==> config.mk <==
export PLATFORM = sky130hd
export DESIGN_NAME = hazard_ctrl_flat
export DESIGN_NICKNAME = d
export VERILOG_FILES = /design/src/rtl/hazard_ctrl_if.sv /design/src/rtl/hazard_ctrl.sv /design/src/flat_wrapper.sv
export SDC_FILE = /design/constraint.sdc
export NUM_CORES = 1
export LEC_CHECK = 0
export CORE_UTILIZATION = 30
export CTS_BUF_LIST = sky130_fd_sc_hd__clkbuf_4
export DETAILED_ROUTE_END_ITERATION = 8
export PLACE_DENSITY = 0.6
export SYNTH_ARGS = -nofsm -noshare
export SYNTH_HDL_FRONTEND = slang
export SYNTH_SLANG_ARGS = --single-unit
==> constraint.sdc <==
create_clock -name CLK -period 4.8 [get_ports CLK]
set_input_delay 0.48 -clock CLK [delete_from_list [all_inputs] [get_ports CLK]]
set_output_delay 0.48 -clock CLK [all_outputs]
set_load 0.03 [all_outputs]
==> src/rtl/hazard_ctrl_if.sv <==
// Bundle of the hazard controller's pipeline-facing signals: hazard sources
// coming in from the datapath and the register enables/flushes going back.
interface hazard_ctrl_if #(
  parameter int REG_W = 5,
  parameter int CNT_W = 32
);
  logic             ihit;
  logic             dhit;
  logic             exmem_dren;
  logic             exmem_dwen;
  logic             idex_memread;
  logic [REG_W-1:0] idex_rd;
  logic [REG_W-1:0] id_rs;
  logic [REG_W-1:0] id_rt;
  logic             ex_branch_take;
  logic             id_halt;
  logic             pc_en;
  logic             ifid_en;
  logic             ifid_flush;
  logic             idex_en;
  logic             idex_flush;
  logic             exmem_en;
  logic             memwb_en;
  logic             memwb_flush;
  logic             halt;
  logic [CNT_W-1:0] stall_cnt;

  // Datapath side: reports hazards, consumes enables.
  modport master (
    output ihit, dhit, exmem_dren, exmem_dwen, idex_memread, idex_rd,
           id_rs, id_rt, ex_branch_take, id_halt,
    input  pc_en, ifid_en, ifid_flush, idex_en, idex_flush, exmem_en,
           memwb_en, memwb_flush, halt, stall_cnt
  );

  // Controller side.
  modport slave (
    input  ihit, dhit, exmem_dren, exmem_dwen, idex_memread, idex_rd,
           id_rs, id_rt, ex_branch_take, id_halt,
    output pc_en, ifid_en, ifid_flush, idex_en, idex_flush, exmem_en,
           memwb_en, memwb_flush, halt, stall_cnt
  );
endinterface

==> src/rtl/hazard_ctrl.sv <==
// Pipeline sequencer for the 5-stage core: generates PC and pipeline-register
// enables/flushes from cache hits, load-use hazards, taken branches and HALT.
// Freezes the whole pipe on a data-cache miss, drains it on HALT, and counts
// stall cycles.
module hazard_ctrl #(
  parameter int REG_W      = 5,
  parameter int HALT_DRAIN = 3,
  parameter int CNT_W      = 32
) (
  input  logic         CLK,
  input  logic         nRST,
  hazard_ctrl_if.slave bus
);
  localparam int DC_W = (HALT_DRAIN < 2) ? 1 : $clog2(HALT_DRAIN + 1);
  localparam logic [DC_W-1:0] DRAIN_INIT = DC_W'(HALT_DRAIN);
  localparam logic [DC_W-1:0] DRAIN_LAST = DC_W'(1);

  typedef enum logic [1:0] {RUN, DMEM_WAIT, DRAIN, HALTED} state_t;

  typedef struct packed {
    logic pc_en;
    logic ifid_en;
    logic ifid_flush;
    logic idex_en;
    logic idex_flush;
    logic exmem_en;
    logic memwb_en;
    logic memwb_flush;
  } ctl_t;

  localparam ctl_t CTL_FREEZE = 8'b0000_0001;
  localparam ctl_t CTL_DRAIN  = 8'b0111_0110;
  localparam ctl_t CTL_IDLE   = 8'b0000_0000;

  state_t           state, next_state;
  logic [DC_W-1:0]  drain_cnt, next_cnt;
  logic             drain_ret, next_ret;
  logic             halt_q;
  logic [CNT_W-1:0] stall_q;
  ctl_t             ctl;

  logic dmiss;
  logic load_use;

  assign dmiss    = (bus.exmem_dren | bus.exmem_dwen) & ~bus.dhit;
  assign load_use = bus.idex_memread && (bus.idex_rd != '0) &&
                    ((bus.idex_rd == bus.id_rs) || (bus.idex_rd == bus.id_rt));

  // Normal-flow controls: branch kill beats load-use stall beats IF bubble.
  function automatic ctl_t run_ctl(input logic branch, input logic lu,
                                   input logic bubble);
    ctl_t c;
    c = 8'b1101_0110;
    if (branch) begin
      c.ifid_flush = 1'b1;
      c.idex_flush = 1'b1;
    end else if (lu) begin
      c.pc_en      = 1'b0;
      c.ifid_en    = 1'b0;
      c.idex_flush = 1'b1;
    end else if (bubble) begin
      c.pc_en      = 1'b0;
      c.ifid_flush = 1'b1;
    end
    return c;
  endfunction

  // State, drain bookkeeping, sticky halt and stall counter.
  always_ff @(posedge CLK or negedge nRST) begin
    if (!nRST) begin
      state     <= RUN;
      drain_cnt <= '0;
      drain_ret <= 1'b0;
      halt_q    <= 1'b0;
      stall_q   <= '0;
    end else begin
      state     <= next_state;
      drain_cnt <= next_cnt;
      drain_ret <= next_ret;
      halt_q    <= halt_q | (next_state == HALTED);
      if (!ctl.pc_en && state != HALTED) stall_q <= stall_q + 1'b1;
    end
  end

  // Next state; the dhit cycle that leaves DMEM_WAIT back into a drain is an
  // advancing cycle, so it consumes one drain count like a DRAIN cycle.
  always_comb begin
    next_state = state;
    next_cnt   = drain_cnt;
    next_ret   = drain_ret;
    case (state)
      RUN: begin
        if (dmiss) begin
          next_state = DMEM_WAIT;
          next_ret   = 1'b0;
        end else if (!bus.ex_branch_take && !load_use && bus.id_halt) begin
          next_state = DRAIN;
          next_cnt   = DRAIN_INIT;
        end
      end
      DMEM_WAIT: begin
        if (bus.dhit) begin
          if (drain_ret) begin
            next_cnt   = drain_cnt - 1'b1;
            next_state = (drain_cnt == DRAIN_LAST) ? HALTED : DRAIN;
          end else begin
            next_state = RUN;
          end
        end
      end
      DRAIN: begin
        if (dmiss) begin
          next_state = DMEM_WAIT;
          next_ret   = 1'b1;
        end else begin
          next_cnt   = drain_cnt - 1'b1;
          next_state = (drain_cnt == DRAIN_LAST) ? HALTED : DRAIN;
        end
      end
      default: next_state = HALTED;
    endcase
  end

  // Output decode per state; frozen states ignore branch/load-use until dhit.
  always_comb begin
    ctl = CTL_IDLE;
    case (state)
      RUN:
        ctl = dmiss ? CTL_FREEZE
                    : run_ctl(bus.ex_branch_take, load_use,
                              ~bus.ihit | bus.id_halt);
      DMEM_WAIT:
        if (!bus.dhit)     ctl = CTL_FREEZE;
        else if (drain_ret) ctl = CTL_DRAIN;
        else               ctl = run_ctl(bus.ex_branch_take, load_use, ~bus.ihit);
      DRAIN:
        ctl = dmiss ? CTL_FREEZE : CTL_DRAIN;
      default:
        ctl = CTL_IDLE;
    endcase
  end

  assign bus.pc_en       = nRST & ctl.pc_en;
  assign bus.ifid_en     = nRST & ctl.ifid_en;
  assign bus.ifid_flush  = nRST & ctl.ifid_flush;
  assign bus.idex_en     = nRST & ctl.idex_en;
  assign bus.idex_flush  = nRST & ctl.idex_flush;
  assign bus.exmem_en    = nRST & ctl.exmem_en;
  assign bus.memwb_en    = nRST & ctl.memwb_en;
  assign bus.memwb_flush = nRST & ctl.memwb_flush;
  assign bus.halt        = halt_q;
  assign bus.stall_cnt   = stall_q;
endmodule
==> src/flat_wrapper.sv <==
// flat-port wrapper written by rule: the top's interface ports become plain ports
module hazard_ctrl_flat 
#(
  parameter int REG_W      = 5,
  parameter int HALT_DRAIN = 3,
  parameter int CNT_W      = 32
)
  (CLK, nRST, bus_ihit, bus_dhit, bus_exmem_dren, bus_exmem_dwen, bus_idex_memread, bus_idex_rd, bus_id_rs, bus_id_rt, bus_ex_branch_take, bus_id_halt, bus_pc_en, bus_ifid_en, bus_ifid_flush, bus_idex_en, bus_idex_flush, bus_exmem_en, bus_memwb_en, bus_memwb_flush, bus_halt, bus_stall_cnt);
  hazard_ctrl_if #(.REG_W(REG_W), .CNT_W(CNT_W)) bus_i ();
  input  logic CLK;
  input  logic nRST;
  input wire logic [$bits(bus_i.ihit)-1:0] bus_ihit;
  input wire logic [$bits(bus_i.dhit)-1:0] bus_dhit;
  input wire logic [$bits(bus_i.exmem_dren)-1:0] bus_exmem_dren;
  input wire logic [$bits(bus_i.exmem_dwen)-1:0] bus_exmem_dwen;
  input wire logic [$bits(bus_i.idex_memread)-1:0] bus_idex_memread;
  input wire logic [$bits(bus_i.idex_rd)-1:0] bus_idex_rd;
  input wire logic [$bits(bus_i.id_rs)-1:0] bus_id_rs;
  input wire logic [$bits(bus_i.id_rt)-1:0] bus_id_rt;
  input wire logic [$bits(bus_i.ex_branch_take)-1:0] bus_ex_branch_take;
  input wire logic [$bits(bus_i.id_halt)-1:0] bus_id_halt;
  output wire logic [$bits(bus_i.pc_en)-1:0] bus_pc_en;
  output wire logic [$bits(bus_i.ifid_en)-1:0] bus_ifid_en;
  output wire logic [$bits(bus_i.ifid_flush)-1:0] bus_ifid_flush;
  output wire logic [$bits(bus_i.idex_en)-1:0] bus_idex_en;
  output wire logic [$bits(bus_i.idex_flush)-1:0] bus_idex_flush;
  output wire logic [$bits(bus_i.exmem_en)-1:0] bus_exmem_en;
  output wire logic [$bits(bus_i.memwb_en)-1:0] bus_memwb_en;
  output wire logic [$bits(bus_i.memwb_flush)-1:0] bus_memwb_flush;
  output wire logic [$bits(bus_i.halt)-1:0] bus_halt;
  output wire logic [$bits(bus_i.stall_cnt)-1:0] bus_stall_cnt;
  assign bus_i.ihit = bus_ihit;
  assign bus_i.dhit = bus_dhit;
  assign bus_i.exmem_dren = bus_exmem_dren;
  assign bus_i.exmem_dwen = bus_exmem_dwen;
  assign bus_i.idex_memread = bus_idex_memread;
  assign bus_i.idex_rd = bus_idex_rd;
  assign bus_i.id_rs = bus_id_rs;
  assign bus_i.id_rt = bus_id_rt;
  assign bus_i.ex_branch_take = bus_ex_branch_take;
  assign bus_i.id_halt = bus_id_halt;
  assign bus_pc_en = bus_i.pc_en;
  assign bus_ifid_en = bus_i.ifid_en;
  assign bus_ifid_flush = bus_i.ifid_flush;
  assign bus_idex_en = bus_i.idex_en;
  assign bus_idex_flush = bus_i.idex_flush;
  assign bus_exmem_en = bus_i.exmem_en;
  assign bus_memwb_en = bus_i.memwb_en;
  assign bus_memwb_flush = bus_i.memwb_flush;
  assign bus_halt = bus_i.halt;
  assign bus_stall_cnt = bus_i.stall_cnt;
  hazard_ctrl #(.REG_W(REG_W), .HALT_DRAIN(HALT_DRAIN), .CNT_W(CNT_W)) u_core (.CLK(CLK), .nRST(nRST), .bus(bus_i));
endmodule
## Word level (Yosys, flattened, before mapping)

Index checks and enable logic that the tools add are counted.

| storage, ports and cells | value |
|---|---|
| logic and storage cells | 86 |
| register bits after elaboration | 38 |
| input port bits | 24 |
| output and inout port bits | 41 |

| operators by class | value |
|---|---|
| bitwise logic cells | 14 |
| reduce and logical (&&, ||, !) cells | 15 |
| mux-type cells | 36 |
| eq/ne operators | 14 |
| add/subtract/negate cells | 2 |

Operators by type and width:

| kind | count |
|---|---|
| $add A32 B1 Y32 const B | 1 |
| $mux W2 | 12 |
| $mux W8 | 3 |
| $pmux W8 S3 | 1 |
| $mux W1 | 16 |
| $pmux W2 S3 | 2 |
| $eq A5 B5 Y1 | 2 |
| $and A1 B1 Y1 | 9 |
| $ne A2 B1 Y1 const B | 4 |
| $ne A2 B2 Y1 const B | 4 |
| $mux W7 | 1 |
| $reduce_and A6 Y1 | 1 |
| $logic_and A1 B1 Y1 | 5 |
| $reduce_bool A5 Y1 | 1 |
| $eq A2 B1 Y1 const B | 2 |
| $eq A2 B2 Y1 const B | 2 |
| $logic_not A1 Y1 | 3 |
| $or A1 B1 Y1 | 3 |
| $reduce_and A3 Y1 | 1 |
| $reduce_bool A3 Y1 | 1 |
| $logic_not A2 Y1 | 1 |
| $not A1 Y1 | 2 |
| $pmux W1 S2 | 1 |
| $reduce_bool A2 Y1 | 1 |
| other kinds (2) | 2 |

## Longest topological paths before layout

| depth | value |
|---|---|
| depth after elaboration | 11 |
| mapped depth | 9 |
| gate-level depth less buffers | 8 |

## Least setup slack after synthesis

No wires, ideal clock.

| timing | value |
|---|---|
| path type | input to output |
| start point | in bus_idex_rd[0] |
| end point | out bus_ifid_flush |
| path buffers | 0 |
| setup slack | 2.264 ns |
| required time | 4.320 ns |
| data arrival time | 2.056 ns |
| stages on the path | 5 |
| path through | or4_1 -> o21ai_1 -> o21ai_0 -> a31o_2 -> o22ai_1 |

| on the way | value |
|---|---|
| cells in the longest elaborated chain, start to end | 9 |
| elaborated cells between the ends (all ways) | 15 |
| those cells by class | eq/ne: 2; mux: 8; bitwise: 1; reduce/logical: 4 |

Ends and longest elaborated chain:

| what | line | text |
|---|---|---|
| start, declared | flat_wrapper.sv:17 | `input wire logic [$bits(bus_i.idex_rd)-1:0] bus_idex_rd;` |
| $eq A5 B5 Y1 or $reduce_bool A5 Y1 (tied branches) | hazard_ctrl.sv:47, hazard_ctrl.sv:46 |  |
| $logic_or A1 B1 Y1 or $logic_and A1 B1 Y1 (tied branches) | hazard_ctrl.sv:47, hazard_ctrl.sv:46 |  |
| $logic_and A1 B1 Y1 * | hazard_ctrl.sv:46 | `assign load_use = bus.idex_memread && (bus.idex_rd != '0) &&` |
| $mux W1 | hazard_ctrl.sv:57 | `end else if (lu) begin` |
| $mux W1 | hazard_ctrl.sv:54 | `if (branch) begin` |
| $mux W8 | hazard_ctrl.sv:134 | `else if (drain_ret) ctl = CTL_DRAIN;` |
| $mux W8 | hazard_ctrl.sv:133 | `if (!bus.dhit) ctl = CTL_FREEZE;` |
| $pmux W8 S3 * | hazard_ctrl.sv:127 | `case (state)` |
| $and A1 B1 Y1 * | hazard_ctrl.sv:145 | `assign bus.ifid_flush = nRST & ctl.ifid_flush;` |
| end, declared | flat_wrapper.sv:24 | `output wire logic [$bits(bus_i.ifid_flush)-1:0] bus_ifid_flush;` |

Mark *: on every way between the ends. The rest lies on a longest branch, timed or not.

## Final worst setup path

Same ends and word-level chain as after synthesis.

==> load_flow_metrics.sql <==
INSERT INTO impl_metrics (metric_group, metric, value, unit) VALUES
('sta', 'finalSetupViolCount', '0', ''),
('final_layout', 'area.growth.synth_to_final', '32.3', '%'),
('clock_tree', 'clock_tree_from_tritoncts', 'done', ''),
('worst_setup_path', 'worstPathMaxFanout', '5', ''),
('sta', 'timing.fmax', '288', 'MHz'),
('sta', 'slew_headroom', '43.7', '%'),
('pwr', 'p_leak', '1.12', 'nW'),
('outcome', 'run_status', 'finished, final reports clean', ''),
('placed_design', 'dp_hpwl', '4210', 'um'),
('clock_tree', 'cts-hold-fix-buffers', '0', ''),
('clock_tree', 'clock_root_buffer', 'sky130_fd_sc_hd__clkbuf_4', ''),
('die', 'row_count', '31', ''),
('worst_setup_path', 'r2r-start', 'u_core.state[1]', ''),
('yosys', 'fraction_of_post_synthesis_cell_area_in_the_top_cell_type_by_area', '40.6', '%'),
('detailed_routing', 'drc', '0', ''),
('detailed_routing', 'wl', '5660', 'um'),
('global_routing', 'grt_pass1_vias', '1989', ''),
('detailed_routing', 'post_drt_wl_per_cell', '14.2', 'um'),
('worst_setup_path', 'setup.worst_path.start_class', 'input port', ''),
('final_layout', 'layout.core_utilization', '41.9', '%'),
('die', 'design.core.area', '7410', 'sq um'),
('run', 'maxCapViolations', '0', ''),
('yosys', 'synth_cells', '240', ''),
('clock_tree', 'clock_buffers_created_by_tritoncts', '5', ''),
('sta', 'worst_margin_pin_slew', '0.844', 'ns'),
('die', 'die_h', '90.4', 'um'),
('yosys', 'synth_fp_nets', '270', ''),
('placed_design', 'globalplace.congestion', '0.795', ''),
('yosys', 'async_flop_share', '100', '%'),
('global_routing', 'largest_net_degree_at_the_start_of_global_routing', '27', ''),
('yosys', 'yosysWarningCount', '0', ''),
('detailed_routing', 'detailedRoute.firstIterationViolations', '160', ''),
('yosys', 'synth.distinct_cells', '50', ''),
('clock_tree', 'clk-insertion-delay-late', '0.33', 'ns'),
('pwr', 'ir_worst_vdd', '0.295', 'mV'),
('yosys', 'synth_edf_count', '0', ''),
('detailed_routing', 'post_drt_via_cell_ratio', '4.96', ''),
('yosys', 'post_synth_instance_area', '2340', 'sq um'),
('sta', 'whs', '0.0407', 'ns'),
('sta', 'fin_setup_tns', '0', 'ns'),
('die', 'die_w', '90.4', 'um'),
('yosys', 'synth_area_per_cell', '9.77', 'sq um'),
('detailed_routing', 'antenna_violating_nets_post_route', '0', ''),
('worst_hold_path', 'hold_crit_path_type', 'input port to asynchronous set/reset pin', ''),
('clock_tree', 'cts_resized', '0', ''),
('yosys', 'yosys.area.top_type', 'sky130_fd_sc_hd__dfrtp_1', ''),
('yosys', 'ys_seq_area_share', '40.6', '%'),
('die', 'floorplan.die_area', '8170', 'sq um'),
('final_layout', 'nets', '332', ''),
('clock_tree', 'post_cts.repair.setup_buffers', '0', ''),
('pwr', 'cellPowerDensity', '421', 'nW/um^2'),
('worst_setup_path', 'crit_slowest_cell', 'sky130_fd_sc_hd__clkdlybuf4s50_1', ''),
('final_layout', 'fillerInstances', '703', ''),
('sta', 'fin_crit', '3.48', 'ns'),
('die', 'initial_core_utilization', '31.7', '%'),
('yosys', 'synth_top_flop_cell', 'sky130_fd_sc_hd__dfrtp_1', ''),
('yosys', 'most_common_library_cells_after_synthesis', '38 x sky130_fd_sc_hd__dfrtp_1, 26 x sky130_fd_sc_hd__xor2_1, 16 x sky130_fd_sc_hd__nand2_1, 15 x sky130_fd_sc_hd__xnor2_1, 13 x sky130_fd_sc_hd__nand3_1', ''),
('global_routing', 'grt_first_pass_wirelength', '9720', 'um'),
('sta', 'report.final.slew_viol_count', '0', ''),
('sta', 'layout_worst_path_cycle_share', '72.4', '%'),
('worst_setup_path', 'worstPathRequired', '4.32', 'ns'),
('worst_setup_path', 'worstPathArrival', '3.00', 'ns'),
('worst_setup_path', 'critical_path.max_stage_delay', '0.69', 'ns'),
('worst_setup_path', 'worst_path_most_repeated_cell', 'sky130_fd_sc_hd__clkdlybuf4s50_1', ''),
('worst_setup_path', 'endpoint_of_the_lowest_slack_register_to_register_path', 'u_core.bus.stall_cnt[21]', ''),
('yosys', 'synth-seq-cells', '38', ''),
('worst_setup_path', 'path_cells', 'clkdlybuf4s50_1 -> or4_1 -> o21ai_1 -> o21ai_0 -> a31o_2 -> o22ai_1 -> clkdlybuf4s50_1', ''),
('worst_setup_path', 'critPathKind', 'input port to output port', ''),
('clock_tree', 'htree_levels', '2', ''),
('clock_tree', 'cts_max_path_buffers', '2', ''),
('global_routing', 'antenna_found_initial', '0', '');
-- routing by layer --
layer	GRT usage (%)	vias to the layer above	share of wire (%)
met5	0	-	0
met4	2.96	0	0.49
met3	2.36	2	4.0
met2	23.8	33	48
met1	20.0	974	48
li1	-	974	-
-- cell type report --
| class | count | area, sq um | share of cell area (%) |
|---|---|---|---|
| clock inverters | 1 | 3.75 | 0.121 |
| flip-flops and latches | 38 | 951 | 30.7 |
| well taps | 99 | 124 | 3.99 |
| clock buffers | 5 | 37.5 | 1.21 |
| inverters | 9 | 33.8 | 1.09 |
| repair buffers | 66 | 651 | 21.0 |
| multi-input cells | 182 | 1300 | 42.0 |
-- logic make-up (layout without fill, tap and decap cells) --
kind of cell / Yosys count / after routing / share of synthesized area (%)
flip-flops: 38 / 38 / 40.6
XOR/XNOR: 41 / 41 / 15.3
adder cells (fa/ha/maj): 6 / 6 / 3.20
buffers and inverters: 20 / 81 / 3.95
AND/OR/NAND/NOR: 95 / 95 / 24.7
AO/OA/AOI/OAI: 38 / 38 / 11.4
multiplexers: 2 / 2 / 0.907
-- where the power goes --
group	switching [mW]	internal (mW)
Clock	0.0963	0.0501
Sequential	0.0795	0.375
Combinational	0.418	0.287
-- cell usage in the layout (no fill, tap or decap), types with 8 or more instances in the layout --
cell type	n
sky130_fd_sc_hd__a21oi_1	9
sky130_fd_sc_hd__clkdlybuf4s50_1	63
sky130_fd_sc_hd__dfrtp_1	38
sky130_fd_sc_hd__inv_1	9
sky130_fd_sc_hd__nand2_1	16
sky130_fd_sc_hd__nand3_1	13
sky130_fd_sc_hd__nand4_1	12
sky130_fd_sc_hd__nor2_1	11
sky130_fd_sc_hd__nor3_1	11
sky130_fd_sc_hd__nor4_2	8
sky130_fd_sc_hd__xnor2_1	15
sky130_fd_sc_hd__xor2_1	26
-- worst max path at each step --
stage / start / to / slack (ns) / cells after the start
final: bus_idex_rd[0] / bus_ifid_flush / 1.32 / 7
after global routing: bus_idex_rd[0] / bus_ifid_flush / 1.18 / 7
after detailed placement: bus_idex_rd[0] / bus_ifid_flush / 1.33 / 7
after CTS: bus_idex_rd[0] / bus_ifid_flush / 1.33 / 7
after global placement: bus_idex_rd[0] / bus_ifid_flush / 1.36 / 7
after floorplan: bus_idex_rd[0] / bus_ifid_flush / 2.26 / 5
-- sequential cells by signal (all words and copies together) (netlist names) --
signal,flops
u_core.drain_ret,1
u_core.bus.stall_cnt,32
u_core.drain_cnt,2
u_core.state,2
u_core.bus.halt,1
-- through the flow --
stage	worst slack, ns	instance area, sq um	cells
6_report	1.32	3100	400
5_1_grt	1.18	3100	400
4_1_cts	1.33	3100	400
3_5_place_dp	1.33	3060	394
3_3_place_gp	1.36	3060	394
2_1_floorplan	2.26	2340	240
-- critical path, delay by kind of cell --
kind | cells | cell delay, ns
AND/OR/NAND/NOR | 1 | 0.56
AO/OA/AOI/OAI | 4 | 0.81
buffers and inverters | 2 | 1.15
No activity file was read; power rests on OpenSTA's default activity.
